### src/rtl/dbus_access_ctrl_pkg.sv
// Shared types for the memory-stage data bus controller: access size, byte
// strobe, scalar aliases, controller state and the alignment rule.
package dbus_access_ctrl_pkg;

    typedef logic        u1;
    typedef logic [63:0] u64;
    typedef logic [7:0]  strobe_t;

    typedef enum logic [1:0] {
        MSIZE1 = 2'd0,
        MSIZE2 = 2'd1,
        MSIZE4 = 2'd2,
        MSIZE8 = 2'd3
    } msize_t;

    typedef enum logic [1:0] {
        IDLE = 2'd0,
        REQ  = 2'd1,
        RESP = 2'd2
    } dac_state_t;

    // An access is aligned when the low address bits below its size are zero.
    function automatic logic is_misaligned(input logic [2:0] addr, input msize_t msize);
        logic mis;
        case (msize)
            MSIZE2:  mis = addr[0];
            MSIZE4:  mis = |addr[1:0];
            MSIZE8:  mis = |addr[2:0];
            default: mis = 1'b0;
        endcase
        return mis;
    endfunction

endpackage

### src/rtl/dbus_access_ctrl_datamem.sv
// Byte-lane alignment for store data/strobes and right-alignment plus
// sign/zero extension for load data.
module Datamem
    import dbus_access_ctrl_pkg::*;
(
    input  logic [2:0] addr,
    input  msize_t     msize,
    input  u1          is_unsigned,
    input  u64         raw_wd,
    output u64         wd,
    output strobe_t    strobe,
    input  u64         raw_rd,
    output u64         rd
);

    logic [5:0] shamt;
    u64         shifted;
    strobe_t    base_strobe;

    assign shamt = {addr, 3'b000};

    always_comb begin
        wd      = raw_wd << shamt;
        shifted = raw_rd >> shamt;
        case (msize)
            MSIZE1: begin
                base_strobe = 8'h01;
                rd = is_unsigned ? {56'd0, shifted[7:0]} : {{56{shifted[7]}}, shifted[7:0]};
            end
            MSIZE2: begin
                base_strobe = 8'h03;
                rd = is_unsigned ? {48'd0, shifted[15:0]} : {{48{shifted[15]}}, shifted[15:0]};
            end
            MSIZE4: begin
                base_strobe = 8'h0F;
                rd = is_unsigned ? {32'd0, shifted[31:0]} : {{32{shifted[31]}}, shifted[31:0]};
            end
            default: begin
                base_strobe = 8'hFF;
                rd = shifted;
            end
        endcase
        strobe = base_strobe << addr;
    end

endmodule

### src/rtl/dbus_access_ctrl.sv
// Memory-stage controller: sequences one load/store onto the data bus, holds
// the request until data_ok, and returns the extended result to writeback.
module dbus_access_ctrl
    import dbus_access_ctrl_pkg::*;
#(
    parameter int AW = 64,
    parameter int DW = 64
) (
    input  logic          clk,
    input  logic          reset,
    input  logic          in_valid,
    output logic          in_ready,
    input  logic          in_is_store,
    input  logic [AW-1:0] in_addr,
    input  logic [DW-1:0] in_wdata,
    input  msize_t        in_msize,
    input  logic          in_unsigned,
    input  logic          flush,
    output logic          dreq_valid,
    output logic [AW-1:0] dreq_addr,
    output msize_t        dreq_size,
    output strobe_t       dreq_strobe,
    output logic [DW-1:0] dreq_data,
    input  logic          dresp_data_ok,
    input  logic [DW-1:0] dresp_data,
    output logic          out_valid,
    input  logic          out_ready,
    output logic [DW-1:0] out_rdata,
    output logic          out_misalign,
    output logic          busy
);

    dac_state_t    state;
    logic [AW-1:0] addr_q;
    msize_t        size_q;
    u1             store_q;
    u1             unsigned_q;
    u1             killed_q;
    u1             misalign_q;
    logic [DW-1:0] wdata_q;
    logic [DW-1:0] rdata_q;

    u64      lane_wd;
    u64      ext_rd;
    strobe_t lane_strobe;

    Datamem u_datamem (
        .addr        (addr_q[2:0]),
        .msize       (size_q),
        .is_unsigned (unsigned_q),
        .raw_wd      (wdata_q),
        .wd          (lane_wd),
        .strobe      (lane_strobe),
        .raw_rd      (dresp_data),
        .rd          (ext_rd)
    );

    always_ff @(posedge clk) begin
        if (reset) begin
            state      <= IDLE;
            addr_q     <= '0;
            size_q     <= MSIZE1;
            store_q    <= 1'b0;
            unsigned_q <= 1'b0;
            killed_q   <= 1'b0;
            misalign_q <= 1'b0;
            wdata_q    <= '0;
            rdata_q    <= '0;
        end else begin
            case (state)
                IDLE: begin
                    if (in_valid) begin
                        addr_q     <= in_addr;
                        size_q     <= in_msize;
                        store_q    <= in_is_store;
                        unsigned_q <= in_unsigned;
                        wdata_q    <= in_wdata;
                        rdata_q    <= '0;
                        killed_q   <= 1'b0;
                        // Misaligned ops report straight back without touching the bus.
                        if (is_misaligned(in_addr[2:0], in_msize)) begin
                            misalign_q <= 1'b1;
                            state      <= RESP;
                        end else begin
                            misalign_q <= 1'b0;
                            state      <= REQ;
                        end
                    end
                end
                REQ: begin
                    if (flush) killed_q <= 1'b1;
                    // The bus cycle always runs to completion; a flush only drops its result.
                    if (dresp_data_ok) begin
                        rdata_q <= store_q ? '0 : ext_rd;
                        state   <= (killed_q || flush) ? IDLE : RESP;
                    end
                end
                RESP: begin
                    if (flush || out_ready) state <= IDLE;
                end
                default: state <= IDLE;
            endcase
        end
    end

    assign in_ready     = (state == IDLE);
    assign busy         = (state != IDLE);
    assign dreq_valid   = (state == REQ);
    assign dreq_addr    = addr_q;
    assign dreq_size    = size_q;
    assign dreq_strobe  = store_q ? lane_strobe : 8'h00;
    assign dreq_data    = lane_wd;
    assign out_valid    = (state == RESP) && !flush;
    assign out_rdata    = rdata_q;
    assign out_misalign = misalign_q;

endmodule

### config.mk
export PLATFORM = sky130hd
export DESIGN_NAME = dbus_access_ctrl
export DESIGN_NICKNAME = d
export VERILOG_FILES = /design/src/rtl/dbus_access_ctrl_pkg.sv /design/src/rtl/dbus_access_ctrl_datamem.sv /design/src/rtl/dbus_access_ctrl.sv
export SDC_FILE = /design/constraint.sdc
export NUM_CORES = 1
export LEC_CHECK = 0
export CAP_MARGIN = 20
export CORE_UTILIZATION = 45
export CTS_CLUSTER_DIAMETER = 80
export CTS_CLUSTER_SIZE = 24
export DETAILED_ROUTE_END_ITERATION = 12
export PLACE_DENSITY = 0.81
export SLEW_MARGIN = 20
export SYNTH_ARGS = -nofsm -noshare
export SYNTH_HDL_FRONTEND = slang
export SYNTH_SLANG_ARGS = --single-unit
### constraint.sdc
create_clock -name clk -period 3.8 [get_ports clk]
set_input_delay 0.76 -clock clk [delete_from_list [all_inputs] [get_ports clk]]
set_output_delay 0.76 -clock clk [all_outputs]
set_load 0.02 [all_outputs]
# After elaboration in Yosys (flattened, before gate mapping)
# Cells that the tools add are included.
[word_totals]
regBits = 200
out_inout_bits = 207
[op_classes]
muxes = 24
shifts = 3
n_reduce_logical = 14
eq_ne = 11
[ops]
columns = ["operator", "n"]
rows = [
  ["two-way mux 64 bit", 6],
  ["case mux 64 bit (3 select lines)", 1],
  ["case mux 64 bit (2 select lines)", 1],
  ["<< shifter 64 x 6 -> 64 bit", 1],
  ["right shift 64 x 6 -> 64 bit", 1],
  ["case mux 8 bit (3 select lines)", 1],
  ["two-way mux 2 bit", 5],
  ["AND reduction 3 bit", 3],
  ["equality test 2 bit, second input constant", 4],
  ["two-way mux 8 bit", 1],
  ["<< shifter 8 x 3 -> 8 bit", 1],
  ["equality test 2 x 1 -> 1 bit, second input constant", 3],
  ["two-way mux 1 bit", 6],
  ["inequality test 2 bit, second input constant", 3],
  ["case mux 2 bit (3 select lines)", 1],
  ["logical NOT 2 bit", 2],
  ["nonzero test 2 bit", 2],
  ["case mux 1 bit (3 select lines)", 1],
  ["OR reduction 3 bit", 1],
  ["logical OR 1 bit", 2],
  ["inequality test 2 x 1 -> 1 bit, second input constant", 1],
  ["case mux 1 bit (2 select lines)", 1],
  ["AND reduction 2 bit", 1],
  ["OR reduction 2 bit", 1],
  ["2 further kinds", 2],
]

# Logic depth before layout (Yosys ltp)
# Gate-level depths: netlist of the first run.
[depth]
ltp_word = 8
depth_mapped = 9
mapped_depth_nobuf = 5

# Cells and area by module
# A second synthesis of the first run with hierarchy kept.
[hier_totals]
hier_cells = 1491
hier_area_um2 = 12096.6
[by_module_without_submodules]
columns = ["module", "cells_each", "n_inst", "area_each_um2"]
rows = [
  ["dbus_access_ctrl", 908, 1, 7556.0],
  ["Datamem", 583, 1, 4540.6],
]

# Worst setup path after synthesis of the first run
# OpenSTA, ideal clock, no wires.
[synth_path]
path_kind = "reg2out"
start = "register addr_q[0], in the netlist dreq_addr[0]"
end = "output port dreq_data[56]"
stages_incl_launch_ff = 9
path_slack_ps = 795
path_buffers = 6
required_ps = 3040
arrival_ps = 2245
path_cell_list = "dfxtp_1 buf_2 buf_2 buf_2 buf_4 buf_2 buf_2 a21oi_1 o21ai_0"
[synth_via]
elab_chain_len = 1
[synth_lines]
columns = ["item", "line_no", "source"]
rows = [
  ["start, declared", "dbus_access_ctrl.sv:34", "logic [AW-1:0] addr_q;"],
  ["start signal, assigned", "dbus_access_ctrl.sv:73", "addr_q <= in_addr;"],
  ["<< shifter 64 x 6 -> 64 bit", "dbus_access_ctrl_datamem.sv:23", "wd = raw_wd << shamt;"],
  ["end, declared", "dbus_access_ctrl.sv:23", "output logic [DW-1:0] dreq_data,"],
]
# No other way between the ends.

# Final worst setup path of the first run
[layout_path]
start = "register addr_q[1], in the netlist dreq_addr[1]"
end = "output port dreq_strobe[0]"
[layout_via]
elab_chain_len = 2
[layout_lines]
columns = ["item", "line_no", "source"]
rows = [
  ["<< shifter 8 x 3 -> 8 bit", "dbus_access_ctrl_datamem.sv:43", "strobe = base_strobe << addr;"],
  ["two-way mux 8 bit", "dbus_access_ctrl.sv:111", "assign dreq_strobe = store_q ? lane_strobe : 8'h00;"],
  ["end, declared", "dbus_access_ctrl.sv:22", "output strobe_t dreq_strobe,"],
]
# No other way between the ends.

==> flow_metrics.py, run 1 <==
metrics = {
    "grt": {
        "grt_pass1_wl_mm": 64.5,
        "grt_pass1_vias": 11100,
        "grt_start_max_net_pins": 111,
        "antenna_found_initial": 3,
        "grt-ovfl-total": 0,
        "gr-usage-all-layers_pct": 34.3,
    },
    "critical_path": {
        "end_kind": "output pin",
        "critPathKind": "reg2out",
        "r2r.worst_path.cells": 6,
        "path_max_fanout": 31,
        "worst_ep_required_time_ps": 3040,
        "arrival_ps": 2700,
        "critPathLaunchType": "flip-flop",
        "r2r-start": "dreq_addr[1]",
        "crit_end": "dreq_strobe[0]",
        "r2r_end": "out_rdata[4]",
        "rrSetupSlack_ps": 1010,
        "cp-startpoint": "dreq_addr[1]",
    },
    "floorplan": {
        "core_um2": 23700,
        "row_count": 56,
        "die_h_um": 158,
        "die_area_um2": 24900,
        "die_w_um": 158,
        "start_util_pct": 46.2,
        "io_pins": 409,
    },
    "clocking": {
        "clkTransAtPathRegs_ps": 80,
        "clk_path_buf_depth": 2,
        "cts-hold-fix-buffers": 0,
        "cts_made_buffers": 17,
        "clk_latency_ps": 450,
        "cts_num_sinks": 200,
        "cts_tree": "done",
        "ctsRootBufferMaster": "clkbuf_16",
        "htree_levels": 4,
    },
    "detailed_routing": {
        "dr.pass1.iters": 5,
        "dr.max_layer_used": "met4",
        "drt_iter0_markers": 1084,
        "vias": 12000,
        "routed_wl_mm": 44.1,
        "route.detailed.drc": 0,
        "postRouteAntennaNets": 0,
        "detail_route.wirelength.met1_mm": 17.2,
        "wl_per_cell_um": 21.4,
        "met2_length_mm": 20.6,
        "routed_via_density": 5.81,
        "wl_met3_mm": 4.24,
    },
    "sta": {
        "max_slew_margin_pct": 45.6,
        "setup_viol": 0,
        "rsz0062_at_grt": "no",
        "drv_slew": 0,
        "finalCriticalPeriod_ps": 3460,
        "worst-slew-pin-transition_ps": 815,
        "clock.fmax_ghz": 0.289,
        "skew_ps": 17.4,
        "setup-tns-final_ps": 0,
        "hold_viol": 0,
        "fin_crit_sh_pct": 91.2,
    },
    "placement": {
        "port-buffer-count": 408,
        "dp_hpwl_mm": 32.1,
        "routabilityCongestion": 0.994,
        "place_inst": 2030,
    },
    "pwr": {
        "combPwrFrac_pct": 28.6,
        "ir_drop_v": 0.000315,
        "p_sw_mw": 2.01,
        "power_frac_seq_pct": 39.9,
        "clockPowerShare_pct": 31.5,
        "finalPower_mw": 5.85,
        "swShare_pct": 34.3,
        "p_leak_nw": 5.56,
        "p_int_mw": 3.85,
        "powerDensity_nw_per_um2": 372,
    },
    "logic_synthesis": {
        "synth_top_area_cell": "dfxtp_1",
        "avgSynthCellArea_um2": 7.79,
        "yosysWarningCount": 0,
        "ys_top_cells_by_count": "359 x nand2_1, 200 x dfxtp_1, 194 x a21oi_1, 109 x mux2i_1, 83 x o21ai_0",
        "netlist_top_cells_area": "dfxtp_1 37%, nand2_1 12%, mux2i_1 10%, a21oi_1 8.9%, o21ai_0 3.8%",
        "yosysTopAreaCellShare_pct": 36.6,
        "synth_cell_types": 51,
        "syn_inst": 1403,
        "synth_edf_count": 0,
        "postSynth.asyncResetShare_pct": 0,
        "syn_area_um2": 10900,
        "ys_ff_latch": 200,
        "yosysSeqAreaShare_pct": 36.6,
        "synthMostInstantiatedCell": "nand2_1",
        "syn-num-nets": 1605,
        "synth_flop_cell": "dfxtp_1",
    },
    "status": {
        "status": "complete, no violations",
    },
    "cells_and_area": {
        "fin_nets": 1933,
        "drive_gt1_share_pct": 7.86,
        "instances_no_fill": 2066,
        "area_growth_pct": 43.8,
        "fillers": 2026,
    },
    "run": {
        "cap_violations": 0,
    },
    "worst_hold_path": {
        "hp-class": "reg2reg",
    },
}
-- layer usage --
metal  up-vias  track usage (%)
met5         -                0
met4         0             17.8
met3       125             8.81
met2       661             55.9
met1      5658             41.5
li1       5550                -
-- power by group through the flow --
stage	logic (mW)	clock network (mW)	registers, mW
4_1_cts	1.64	1.86	2.34
5_1_grt	1.78	1.93	2.35
6_report	1.67	1.85	2.33
3_5_place_dp	1.63	0	2.38
3_3_place_gp	1.62	0	2.38
2_1_floorplan	0.866	0	2.40
-- area by class of cell --
type | instances | area [um^2] | share of cell area [%]
multi-input cells | 1062 | 6320 | 40.2
repair buffers | 441 | 4370 | 27.8
flip-flops and latches | 200 | 4020 | 25.5
clock buffers | 18 | 429 | 2.73
well taps | 319 | 399 | 2.54
clock inverters | 14 | 151 | 0.963
inverters | 9 | 33.8 | 0.215
diodes | 3 | 7.51 | 0.0478
-- what timing repair did --
action,4_1_cts,5_1_grt
endpoints found under the setup margin,0,2
buffers inserted,0,1
resized for setup,0,0
-- worst min-delay path by stage --
stage,from,end,slack [ps],cells after the start
5_1_grt,dreq_addr[3],dreq_addr[3],480,2
4_1_cts,dreq_addr[16],dreq_addr[16],460,2
2_1_floorplan,wdata_q[48],wdata_q[48],430,2
3_3_place_gp,out_rdata[41],out_rdata[41],430,2
6_report,dreq_addr[16],dreq_addr[16],460,2
3_5_place_dp,out_rdata[49],out_rdata[49],440,2
-- registers in the layout, indices dropped and copies added, names as in the netlist --
name	cells
dreq_addr	64
dreq_size	2
killed_q	1
out_misalign	1
out_rdata	64
state	2
store_q	1
unsigned_q	1
wdata_q	64
-- cell usage in the layout, fill, tap and decap left out, drive strengths merged, types with 5 or more instances in the layout --
cell type,count
clkbuf,18
nand2b,10
o21ai,83
a2bb2oi,11
nand2,359
a21oi,195
clkinv,7
mux2,32
buf,34
dfxtp,200
nor3,5
clkdlybuf4s50,407
inv,16
a22oi,9
o31ai,13
o211ai,9
a211oi,20
mux4,14
a211o,7
and2,16
nor2,81
nor2b,16
mux2i,109
a221o,17
o22ai,26
-- worst max-delay path: stages, from the launching register on --
cell	delay, ps
dfxtp_4	490
buf_12	240
or2_2	530
nor3b_1	330
clkdlybuf4s50_1	660
-- cells by family after synthesis --
kind of cell,Yosys count,synth area share [%]
multiplexers,155,16.2
buffers and inverters,141,5.83
AO/OA/AOI/OAI,408,22.5
AND/OR/NAND/NOR,499,18.8
flip-flops,200,36.6
-- through the flow --
step,util [%],worst slack [ps],hold WS [ps],area [um^2]
finish,66.4,336,456,15700
global route,66.3,255,476,15700
CTS,66.3,126,458,15700
detailed placement,63.8,603,443,15100
global placement,63.8,638,434,15100
floorplan,-,795,434,10900
No activity file was read; power rests on OpenSTA's default activity.
==> run 2: changes to the inputs <==
==> constraint.sdc (replaced) <==
create_clock -name clk -period 3.8 [get_ports clk]
set_input_delay 0.76 -clock clk [delete_from_list [all_inputs] [get_ports clk]]
set_output_delay 0.76 -clock clk [all_outputs]
set_load 0.1 [all_outputs]
==> run 2 against run 1 <==
  * Highest routed layer unchanged
  * Combinational power grew 62%
  * Hold slack gained 0.72 ps
  * Worst setup slack lost 59 ps
  * Largest power group is now combinational logic
==> flow_metrics.py, run 2 (synthesis gave the netlist of run 1 again) <==
metrics = {
    "detailed_routing": {
        "dr.pass1.iters": 8,
        "routed_via_density": 5.78,
        "wl_per_cell_um": 21.1,
        "route.detailed.drc": 0,
        "vias": 11900,
        "routed_wl_mm": 43.5,
        "drt_iter0_markers": 980,
        "postRouteAntennaNets": 0,
    },
    "clocking": {
        "clkTransAtPathRegs_ps": 90,
        "cts_setup_buffers": 0,
        "htree_levels": 4,
        "ctsRootBufferMaster": "clkbuf_16",
        "cts_made_buffers": 17,
        "cts_num_sinks": 200,
        "cts_tree": "done",
        "clk_latency_ps": 450,
        "ctsResizeCount": 0,
        "clk_path_buf_depth": 2,
        "cts-hold-fix-buffers": 0,
    },
    "sta": {
        "setup_viol": 0,
        "hold_viol": 0,
        "finalCriticalPeriod_ps": 3520,
        "max_slew_margin_pct": 28.7,
        "drv_slew": 0,
        "fin_crit_sh_pct": 92.7,
        "rsz0062_at_grt": "no",
        "setup-tns-final_ps": 0,
        "worst-slew-pin-transition_ps": 1070,
        "skew_ps": 12.3,
        "clock.fmax_ghz": 0.284,
    },
    "floorplan": {
        "io_pins": 409,
        "die_w_um": 158,
        "die_area_um2": 24900,
        "die_h_um": 158,
        "start_util_pct": 46.2,
        "row_count": 56,
        "core_um2": 23700,
    },
    "cells_and_area": {
        "layout_common_cells": "358 x nand2_1, 326 x clkdlybuf4s50_1, 197 x dfxtp_1",
        "fillers": 1908,
        "seqCellArea_um2": 4020,
        "area_growth_pct": 50.1,
        "instances_no_fill": 2060,
        "fin_nets": 1928,
        "drive_gt1_share_pct": 15.5,
        "final_common_cell": "nand2_1",
        "multi_input_area_um2": 6690,
    },
    "placement": {
        "routabilityCongestion": 0.952,
        "place_inst": 2025,
        "port-buffer-count": 408,
        "dp_hpwl_mm": 31.9,
    },
    "critical_path": {
        "arrival_ps": 2760,
        "path_max_fanout": 63,
        "end_kind": "output pin",
        "r2r.worst_path.cells": 6,
        "rrSetupSlack_ps": 860,
        "critPathLaunchType": "flip-flop",
        "worst_ep_required_time_ps": 3040,
        "r2r_end": "out_rdata[4]",
        "cpPeakStageDelay_ps": 960,
        "crit_chain": "buf_4 -> or2_2 -> nor2_2 -> buf_4",
        "cpMostUsedCell": "buf_4",
        "critPathKind": "reg2out",
        "r2r-start": "dreq_addr[1]",
        "cpMaxStageDelayCell": "dfxtp_4",
    },
    "worst_hold_path": {
        "hold_end": "dreq_addr[51]",
        "holdPathStages": 2,
        "hp-class": "reg2reg",
        "hp-start": "dreq_addr[51]",
    },
    "grt": {
        "gr-usage-all-layers_pct": 33.9,
        "grt_pass1_vias": 11200,
        "grt_pass1_wl_mm": 63.8,
        "antenna_found_initial": 2,
        "grt-ovfl-total": 0,
        "grt_start_max_net_pins": 132,
    },
    "status": {
        "status": "complete, no violations",
    },
    "run": {
        "cap_violations": 0,
    },
    "pwr": {
        "powerDensity_nw_per_um2": 423,
        "p_leak_nw": 5.89,
        "ir_drop_v": 0.000258,
    },
}
## run 2: layout make-up
| type | instances | share of cell area (%) |
|---|---|---|
| Timing Repair Buffer | 436 | 28.4 |
| Inverter | 9 | 0.206 |
| Clock inverter | 13 | 0.884 |
| Tap cell | 319 | 2.43 |
| Antenna cell | 2 | 0.0305 |
| Clock buffer | 19 | 2.77 |
| Multi-Input combinational cell | 1062 | 40.8 |
| Sequential cell | 200 | 24.5 |
## run 2: power by group
part	internal, mW	leakage, nW	total (mW)	switching [mW]
logic	0.877	3.97	2.71	1.83
clock network	0.924	0.290	1.88	0.957
registers	2.21	1.64	2.35	0.145
## run 2: layer usage
| layer | global-route usage [%] | vias up | wire [um] |
|---|---|---|---|
| li1 | - | 5533 | - |
| met3 | 8.40 | 108 | 4180 |
| met5 | 0 | - | 0 |
| met1 | 40.4 | 5619 | 16500 |
| met2 | 55.9 | 652 | 20900 |
| met4 | 18.0 | 0 | 1930 |
## run 2: worst max-delay path by stage
stage	start	to	slack [ps]	cells past startpoint
after CTS	dreq_addr[1]	dreq_data[11]	280	4
after floorplan	dreq_addr[2]	dreq_data[19]	-220	7
after global routing	dreq_addr[1]	dreq_data[62]	160	6
after global placement	in_valid	out_rdata[30]	800	6
final	dreq_addr[1]	dreq_data[11]	280	4
after detailed placement	in_valid	out_rdata[59]	660	7
## run 2: through the flow
| stage | util [%] | hold slack, ps | area (um^2) | total power, mW | setup WS [ps] |
|---|---|---|---|---|---|
| global route | 69.3 | 470 | 16400 | 7.15 | 164 |
| detailed placement | 66.7 | 442 | 15800 | 5.08 | 664 |
| CTS | 69.2 | 457 | 16400 | 6.93 | 283 |
| floorplan | - | 434 | 11300 | 4.20 | -220 |
| finish | 69.3 | 457 | 16400 | 6.94 | 277 |
| global placement | 66.7 | 439 | 15800 | 5.05 | 802 |
## run 2: worst max-delay path: cells and delay by family (launching register included)
kind                   cells  cell delay (ps)
buffers and inverters      2              630
AND/OR/NAND/NOR            2              690
flip-flops                 1              960
==> run 3: changes to the inputs <==
Settings changed: PLACE_DENSITY 0.81 to 0.84.
==> run 3 against run 2 <==
  * Critical endpoint is now dreq_data[54]
  * Critical path type unchanged
  * Worst setup slack lost 22 ps
  * Non-clock buffer count shrank 2
  * Cell count shrank 0.19%
  * Design area is essentially flat
==> flow_metrics.py, run 3 (synthesis gave the netlist of run 1 again) <==
metrics = {
    "floorplan": {
        "start_util_pct": 46.2,
        "die_w_um": 158,
        "row_count": 56,
        "die_h_um": 158,
        "die_area_um2": 24900,
        "core_um2": 23700,
        "io_pins": 409,
    },
    "grt": {
        "grt_pass1_wl_mm": 65.4,
        "antenna_found_initial": 0,
        "gr-usage-all-layers_pct": 34.5,
        "grt-ovfl-total": 0,
        "grt_pass1_vias": 11300,
        "grt_start_max_net_pins": 167,
    },
    "critical_path": {
        "r2r_end": "out_rdata[32]",
        "arrival_ps": 2780,
        "worst_ep_required_time_ps": 3040,
        "end_kind": "output pin",
        "critPathKind": "reg2out",
        "rrSetupSlack_ps": 790,
        "path_max_fanout": 58,
        "r2r.worst_path.cells": 7,
        "r2r-start": "dreq_addr[1]",
        "critPathLaunchType": "flip-flop",
    },
    "status": {
        "status": "complete, no violations",
    },
    "pwr": {
        "powerDensity_nw_per_um2": 423,
        "clockPowerShare_pct": 27.2,
        "swShare_pct": 41.9,
        "p_int_mw": 4.03,
        "finalPower_mw": 6.95,
        "power_frac_seq_pct": 33.7,
        "p_sw_mw": 2.91,
        "p_leak_nw": 5.89,
        "combPwrFrac_pct": 39.0,
        "ir_drop_v": 0.000301,
    },
    "worst_hold_path": {
        "hp-class": "reg2reg",
        "holdPathStages": 2,
        "hp-start": "dreq_addr[4]",
        "hold_end": "dreq_addr[4]",
    },
    "sta": {
        "setup-tns-final_ps": 0,
        "finalCriticalPeriod_ps": 3540,
        "skew_ps": 13.5,
        "drv_slew": 0,
        "rsz0062_at_grt": "no",
        "fin_crit_sh_pct": 93.3,
        "hold_viol": 0,
        "setup_viol": 0,
        "worst-slew-pin-transition_ps": 1080,
        "max_slew_margin_pct": 28.1,
        "clock.fmax_ghz": 0.282,
    },
    "run": {
        "cap_violations": 0,
    },
    "clocking": {
        "cts_num_sinks": 200,
        "cts_tree": "done",
        "clk_latency_ps": 440,
        "cts_setup_buffers": 0,
        "ctsResizeCount": 0,
        "clkTransAtPathRegs_ps": 80,
        "htree_levels": 4,
        "cts-hold-fix-buffers": 0,
        "ctsRootBufferMaster": "clkbuf_16",
        "cts_made_buffers": 17,
        "clk_path_buf_depth": 2,
    },
    "detailed_routing": {
        "wl_per_cell_um": 21.2,
        "routed_via_density": 5.81,
        "dr.pass1.iters": 7,
        "route.detailed.drc": 0,
        "vias": 11900,
        "routed_wl_mm": 43.6,
        "postRouteAntennaNets": 0,
        "drt_iter0_markers": 1105,
    },
    "cells_and_area": {
        "instances_no_fill": 2056,
        "fillers": 1887,
        "fin_nets": 1926,
        "drive_gt1_share_pct": 15.4,
        "area_growth_pct": 50.3,
        "final_common_cell": "nand2_1",
        "layout_common_cells": "358 x nand2_1, 326 x clkdlybuf4s50_1, 197 x dfxtp_1",
        "antenna_cells": 0,
    },
    "placement": {
        "port-buffer-count": 408,
        "routabilityCongestion": 0.946,
        "place_inst": 2024,
        "dp_hpwl_mm": 31.8,
    },
}
[run 3: worst max-delay path by stage]
stage                               from       endpoint  slack (ps)  depth (start not counted)
after CTS                   dreq_addr[1]  dreq_data[62]         260                          6
after floorplan             dreq_addr[2]  dreq_data[19]        -220                          7
after global placement      dreq_addr[1]  dreq_data[54]         830                          6
after global routing        dreq_addr[1]  dreq_data[54]         120                          6
final                       dreq_addr[1]  dreq_data[54]         260                          6
after detailed placement  dresp_data[63]  out_rdata[32]         710                          7
[run 3: per-layer routing]
metal  wire (um)  global-route usage [%]  vias up
met5           0                       0        -
met2       20700                    57.0      696
met1       16800                    42.5     5595
li1            -                       -     5531
met4        2080                    17.7        0
met3        4070                    6.90      118
[run 3: cell type report]
cell class                 instances  area, um^2  share of cell area [%]
clock buffer                      18         429                    2.61
inverter                           9        33.8                   0.206
multi-input combinational       1062        6690                    40.8
tap                              319         399                    2.43
timing repair buffer             434        4670                    28.5
sequential                       200        4020                    24.4
clock inverter                    14         180                    1.10
[run 3: worst max-delay path: stages (launching register included)]
cell     delay, ps
dfxtp_4        930
buf_4          340
mux2i_1        430
o21ai_0        170
nand2_1        160
o21ai_4         80
buf_12         190
[run 3: power by group through the flow]
stage | Combinational [mW] | Sequential, mW | Clock (mW)
6_report | 2.71 | 2.34 | 1.89
4_1_cts | 2.70 | 2.34 | 1.91
3_3_place_gp | 2.66 | 2.38 | 0
3_5_place_dp | 2.69 | 2.39 | 0
5_1_grt | 2.82 | 2.36 | 1.99
2_1_floorplan | 1.43 | 2.77 | 0
[run 3: stage by stage]
step / setup slack [ps] / instance area [um^2] / util [%] / hold WS [ps]
after floorplan: -220 / 11300 / - / 434
after global placement: 828 / 15800 / 66.8 / 436
after detailed placement: 714 / 15800 / 66.8 / 446
after CTS: 260 / 16400 / 69.4 / 457
after global routing: 120 / 16400 / 69.4 / 476
final: 255 / 16400 / 69.4 / 456
